### config.mk
export PLATFORM = sky130hd
export DESIGN_NAME = mem_arbiter
export DESIGN_NICKNAME = d
export VERILOG_FILES = /design/src/rtl/cpu_pkg.sv /design/src/rtl/arb_timeout_timer.sv /design/src/rtl/mem_arbiter.sv
export SDC_FILE = /design/constraint.sdc
export NUM_CORES = 1
export LEC_CHECK = 0
export BUFFER_PORTS_ARGS = -buffer_cell sky130_fd_sc_hd__buf_4
export CAP_MARGIN = 0
export CORE_ASPECT_RATIO = 2
export CORE_UTILIZATION = 35
export CTS_CLUSTER_SIZE = 24
export DETAILED_ROUTE_END_ITERATION = 16
export PLACE_DENSITY = 0.67
export SETUP_SLACK_MARGIN = 0.05
export SLEW_MARGIN = 20
export SYNTH_ARGS = -nofsm -noshare
export SYNTH_HDL_FRONTEND = slang
export SYNTH_SLANG_ARGS = --single-unit
### constraint.sdc
create_clock -name clk -period 2.7 [get_ports clk]
set_clock_uncertainty 0.2 [all_clocks]
set_input_delay 0.405 -clock clk [delete_from_list [all_inputs] [get_ports clk]]
set_output_delay 0.405 -clock clk [all_outputs]
set_load 0.01 [all_outputs]
### src/rtl/cpu_pkg.sv
// Shared types and constants for the CPU memory arbiter.
//   arb_state_t : arbiter FSM states
//   owner_t     : which requester owns the in-flight transaction
//   XLEN        : native data width of the core
package cpu_pkg;

  localparam int unsigned XLEN = 32;

  typedef enum logic [1:0] {
    IDLE,
    REQ,
    RESP,
    DONE
  } arb_state_t;

  typedef enum logic {
    OWN_DATA,
    OWN_FETCH
  } owner_t;

endpackage

### src/rtl/arb_timeout_timer.sv
// Transaction watchdog for the memory arbiter.
//   clk, rst : clock, synchronous active-high reset
//   load     : restart the count at zero (issued as a transaction is launched)
//   count    : advance one step (asserted every cycle spent in REQ or RESP)
//   expire   : this counted cycle is the TIMEOUT_CYC-th one
module arb_timeout_timer #(
  parameter int unsigned TIMEOUT_CYC = 64
) (
  input  logic clk,
  input  logic rst,
  input  logic load,
  input  logic count,
  output logic expire
);

  localparam int unsigned CW = $clog2(TIMEOUT_CYC + 1);
  localparam logic [CW-1:0] LAST = CW'(TIMEOUT_CYC - 1);

  logic [CW-1:0] cnt_q, cnt_d;

  always_comb begin
    cnt_d = cnt_q;
    if (load) begin
      cnt_d = '0;
    end else if (count && (cnt_q != LAST)) begin
      cnt_d = cnt_q + 1'b1;
    end
  end

  always_ff @(posedge clk) begin
    if (rst) begin
      cnt_q <= '0;
    end else begin
      cnt_q <= cnt_d;
    end
  end

  assign expire = count && (cnt_q == LAST);

endmodule

### src/rtl/mem_arbiter.sv
// Shares one single-port memory between the instruction-fetch port (i_*)
// and the data port (d_*). One transaction in flight, Moore outputs.
//   d_req/d_we/d_addr/d_wdata/d_wstrb : data request, held until d_done
//   d_done/d_err/d_rdata              : data completion pulse, timeout flag, read data
//   i_req/i_addr                      : fetch request, held until i_done
//   i_done/i_err/i_rdata              : fetch completion pulse, timeout flag, instruction
//   mem_req/we/addr/wdata/wstrb       : memory request, held until mem_gnt
//   mem_gnt, mem_rvalid, mem_rdata    : memory accept, completion, read data
// Data wins ties; after STARVE_LIMIT consecutive data wins over a pending
// fetch, the fetch is forced through.
module mem_arbiter
  import cpu_pkg::*;
#(
  parameter int unsigned AW           = 32,
  parameter int unsigned DW           = XLEN,
  parameter int unsigned STARVE_LIMIT = 4,
  parameter int unsigned TIMEOUT_CYC  = 64
) (
  input  logic            clk,
  input  logic            rst,
  input  logic            d_req,
  input  logic            d_we,
  input  logic [AW-1:0]   d_addr,
  input  logic [DW-1:0]   d_wdata,
  input  logic [DW/8-1:0] d_wstrb,
  output logic            d_done,
  output logic            d_err,
  output logic [DW-1:0]   d_rdata,
  input  logic            i_req,
  input  logic [AW-1:0]   i_addr,
  output logic            i_done,
  output logic            i_err,
  output logic [DW-1:0]   i_rdata,
  output logic            mem_req,
  output logic            mem_we,
  output logic [AW-1:0]   mem_addr,
  output logic [DW-1:0]   mem_wdata,
  output logic [DW/8-1:0] mem_wstrb,
  input  logic            mem_gnt,
  input  logic            mem_rvalid,
  input  logic [DW-1:0]   mem_rdata
);

  localparam int unsigned SW = $clog2(STARVE_LIMIT + 1);
  localparam logic [SW-1:0] STARVE_MAX = SW'(STARVE_LIMIT);

  arb_state_t      state_q, state_d;
  owner_t          owner_q, owner_d;
  logic            we_q, we_d;
  logic [AW-1:0]   addr_q, addr_d;
  logic [DW-1:0]   wdata_q, wdata_d;
  logic [DW/8-1:0] wstrb_q, wstrb_d;
  logic [DW-1:0]   rdata_q, rdata_d;
  logic            err_q, err_d;
  logic [SW-1:0]   starve_q, starve_d;

  logic tmr_load, tmr_count, tmr_expire;

  arb_timeout_timer #(
    .TIMEOUT_CYC(TIMEOUT_CYC)
  ) u_timer (
    .clk   (clk),
    .rst   (rst),
    .load  (tmr_load),
    .count (tmr_count),
    .expire(tmr_expire)
  );

  always_comb begin
    state_d   = state_q;
    owner_d   = owner_q;
    we_d      = we_q;
    addr_d    = addr_q;
    wdata_d   = wdata_q;
    wstrb_d   = wstrb_q;
    rdata_d   = rdata_q;
    err_d     = err_q;
    starve_d  = starve_q;
    tmr_load  = 1'b0;
    tmr_count = 1'b0;

    case (state_q)
      IDLE: begin
        if (d_req || i_req) begin
          tmr_load = 1'b1;
          state_d  = REQ;
          if (i_req && (!d_req || (starve_q == STARVE_MAX))) begin
            owner_d  = OWN_FETCH;
            we_d     = 1'b0;
            addr_d   = i_addr;
            wdata_d  = '0;
            wstrb_d  = '0;
            starve_d = '0;
          end else begin
            owner_d = OWN_DATA;
            we_d    = d_we;
            addr_d  = d_addr;
            wdata_d = d_wdata;
            // strobes only carry meaning on writes
            wstrb_d = d_we ? d_wstrb : '0;
            if (i_req && (starve_q != STARVE_MAX)) begin
              starve_d = starve_q + 1'b1;
            end
          end
        end
      end
      REQ: begin
        tmr_count = 1'b1;
        // a grant landing on the expiry cycle is abandoned; its rvalid
        // arrives while we are no longer in RESP and is dropped
        if (tmr_expire) begin
          state_d = DONE;
          err_d   = 1'b1;
          rdata_d = '0;
        end else if (mem_gnt) begin
          state_d = RESP;
        end
      end
      RESP: begin
        tmr_count = 1'b1;
        if (mem_rvalid) begin
          state_d = DONE;
          err_d   = 1'b0;
          rdata_d = mem_rdata;
        end else if (tmr_expire) begin
          state_d = DONE;
          err_d   = 1'b1;
          rdata_d = '0;
        end
      end
      DONE: begin
        state_d = IDLE;
      end
      default: begin
        state_d = IDLE;
      end
    endcase
  end

  always_ff @(posedge clk) begin
    if (rst) begin
      state_q  <= IDLE;
      owner_q  <= OWN_DATA;
      we_q     <= 1'b0;
      addr_q   <= '0;
      wdata_q  <= '0;
      wstrb_q  <= '0;
      rdata_q  <= '0;
      err_q    <= 1'b0;
      starve_q <= '0;
    end else begin
      state_q  <= state_d;
      owner_q  <= owner_d;
      we_q     <= we_d;
      addr_q   <= addr_d;
      wdata_q  <= wdata_d;
      wstrb_q  <= wstrb_d;
      rdata_q  <= rdata_d;
      err_q    <= err_d;
      starve_q <= starve_d;
    end
  end

  assign mem_req   = (state_q == REQ);
  assign mem_we    = we_q;
  assign mem_addr  = addr_q;
  assign mem_wdata = wdata_q;
  assign mem_wstrb = wstrb_q;

  assign d_done  = (state_q == DONE) && (owner_q == OWN_DATA);
  assign i_done  = (state_q == DONE) && (owner_q == OWN_FETCH);
  assign d_err   = d_done && err_q;
  assign i_err   = i_done && err_q;
  assign d_rdata = rdata_q;
  assign i_rdata = rdata_q;

endmodule
==> results.sh <==
export IMPL_worst_hold_startpoint="d_wdata[24]"
export IMPL_rsz0062_at_grt="false"
export IMPL_grt_max_degree=70
export IMPL_p_leak_nw=3.47
export IMPL_final_hold_violation_count=0
export IMPL_cts_sinks=115
export IMPL_first_pass_iters=4
export IMPL_num_rows=59
export IMPL_ant_nets=0
export IMPL_syn_inst=496
export IMPL_cellPowerDensity_mw_per_mm2=792
export IMPL_grt_pass1_vias=4345
export IMPL_ys_types=40
export IMPL_drive_gt1_share_pct=42.0
export IMPL_dpl_cell_count=869
export IMPL_design_area_mm2=0.00730
export IMPL_drt_iter0_drc=136
export IMPL_hpwl_mm=10.0
export IMPL_arrival_ns=2.32
export IMPL_synth_area_per_cell_um2=9.39
export IMPL_cts_max_path_buffers=2
export IMPL_path_class="reg2reg"
export IMPL_synth_warnings=0
export IMPL_routedWlPerCell_um=14.7
export IMPL_setup_viol=0
export IMPL_worst_slack_ns=0.459
export IMPL_min_path_type="in2reg"
export IMPL_syn2layout_area_growth_pct=56.6
export IMPL_finalHoldWorstSlack_ns=0.0114
export IMPL_cts_htree_levels=4
export IMPL_yosysSeqAreaShare_pct=49.4
export IMPL_die_w_um=83.6
export IMPL_finalNetCount=900
export IMPL_fin_setup_tns_ns=0
export IMPL_avgViaCountPerCell=4.83
export IMPL_endpoint_kind="flop"
export IMPL_slew_headroom_pct=60.9
export IMPL_worstPathRequired_ns=2.78
export IMPL_synth_edff_count=0
export IMPL_grt_pass1_wl_mm=21.1
export IMPL_ys_ff_latch=115
export IMPL_antenna_found_initial=0
export IMPL_overflow=0
export IMPL_outcome="finished, final reports clean"
export IMPL_final_util_pct=56.2
export IMPL_cap_violations=0
export IMPL_drc=0
export IMPL_vias=4431
export IMPL_critPathLaunch="state_q[1]"
export IMPL_cts_repair_resized=0
export IMPL_reg2reg_from="state_q[1]"
export IMPL_worstSkewPairLatency_ns=0.40
export IMPL_synth_ff_type="dfxtp_1"
export IMPL_worst_pin_slew_ns=0.587
export IMPL_start_util_pct=35.9
export IMPL_synthesis_nets=643
export IMPL_maxSlewViolCount=0
export IMPL_clockRootBuffer="clkbuf_16"
export IMPL_cts_tree="yes"
export IMPL_die_h_um=165
export IMPL_p_total_mw=5.78
export IMPL_dieArea_mm2=0.0138
export IMPL_io_pins=277
export IMPL_worst_path_max_fanout=32
export IMPL_syn_area_mm2=0.00466
export IMPL_antennaDiodeCount=0
export IMPL_cts_clk_slew_worst_paths_ns=0.06
export IMPL_place_area_mm2=0.00655
export IMPL_grtUsageTotal_pct=19.4
export IMPL_port_buffer_count=276
export IMPL_fin_crit_ns=2.24
export IMPL_gp_congestion=0.816
export IMPL_post_route_period_util_pct=83.0
export IMPL_stdcell_count=918
export IMPL_place_ws_ns=0.427
export IMPL_drt_wl_total_mm=13.5
export IMPL_critPathLaunchType="flop"
export IMPL_numCtsBuffers=17
export IMPL_vdd_drop_max_uv=505
export IMPL_fmax_mhz=446
export IMPL_ys_async_sr_fraction_pct=0
export IMPL_core_mm2=0.0130
## final cells by class
type / instances / area [µm²]
fill: 1173 / 5700
sequential: 115 / 2300
timing repair buffer: 299 / 2300
multi-input combinational: 312 / 1900
clock buffer: 17 / 425
tap: 152 / 190
clock inverter: 15 / 148
inverter: 8 / 30.0
## report_power, final
group	internal [mW]	leakage [nW]	switching, mW
clock	1.29	0.279	0.873
combinational	0.738	2.26	0.714
sequential	1.98	0.938	0.176
## cell usage after synthesis, drive strengths merged, types with 2 or more instances
master / n / area, µm²
dfxtp: 115 / 2300
a21oi: 39 / 195
nand3: 5 / 25.0
nand4: 2 / 12.5
a22o: 33 / 289
nor3: 5 / 30.0
nor2: 15 / 56.3
xnor2: 4 / 35.0
nand2: 103 / 394
a31oi: 2 / 27.5
clkbuf: 7 / 27.5
mux2i: 33 / 330
ha: 8 / 100
nor2b: 2 / 12.5
nand2b: 6 / 37.5
a211oi: 2 / 15.0
buf: 54 / 412
a32o: 4 / 40.0
o21ai: 38 / 194
inv: 8 / 30.0
## cell families after synthesis
kind of cell    synth area share, %
buf+inv                        10.1
xor+xnor                      0.752
mux                            7.09
compound gates                 17.4
fa+ha+maj                      2.15
simple gates                   13.2
flops                          49.4
## layout by cell type (no fill, tap or decap), types with 3 or more instances in the layout
| cell | synthesis | routed |
|---|---|---|
| a21oi_1 | 39 | 39 |
| a22o_1 | 33 | 33 |
| a32o_1 | 4 | 4 |
| buf_4 | 37 | 281 |
| clkbuf_16 | 0 | 17 |
| clkinv_4 | 0 | 3 |
| dfxtp_1 | 115 | 115 |
| dlygate4sd3_1 | 0 | 17 |
| ha_1 | 8 | 8 |
| inv_1 | 8 | 8 |
| inv_6 | 0 | 5 |
| mux2i_1 | 33 | 33 |
| nand2_1 | 102 | 102 |
| nand2b_1 | 6 | 6 |
| nand3_1 | 5 | 5 |
| nor2_1 | 15 | 14 |
| nor3_1 | 4 | 4 |
| o21ai_0 | 28 | 27 |
| o21ai_1 | 9 | 9 |
| xnor2_1 | 4 | 4 |
## critical path, stage by stage (launching register included)
cell and delay [ns]:
dfxtp_1 0.41, inv_1 0.12, ha_1 0.41, nand3_1 0.17
nor3_2 0.28, a21o_1 0.16, buf_4 0.29, a21oi_1 0.07
## timing repair
action	CTS	global route
hold buffers	17	0
endpoints found under the hold margin	17	0
buffers inserted	0	0
## routing by layer
layer / GRT usage, % / share of wire [%] / vias to the layer above / wire length [µm]
met4: 9.40 / 2.5 / 0 / 344
met2: 36.9 / 56 / 209 / 7520
met1: 18.6 / 34 / 2012 / 4670
met5: 0 / 0 / - / 0
met3: 5.91 / 7.4 / 21 / 1010
li1: - / - / 2189 / -
## flip-flops by register name, summed over array words and instances, names as in the netlist
| name | cells |
|---|---|
| starve_q | 3 |
| mem_wdata | 32 |
| owner_q | 1 |
| err_q | 1 |
| mem_addr | 32 |
| u_timer.cnt_q | 7 |
| d_rdata | 32 |
| mem_wstrb | 4 |
| state_q | 2 |
| mem_we | 1 |
## worst paths after layout
path | end | slack (ns) | cells after the start
setup / recovery | d_rdata[2] | 0.46 | 7
hold / removal | mem_wdata[24] | 0.01 | 2
setup reg to reg | d_rdata[2] | 0.46 | 7
hold reg to reg | mem_addr[9] | 0.25 | 2
Power figures use the tool's default switching activity.
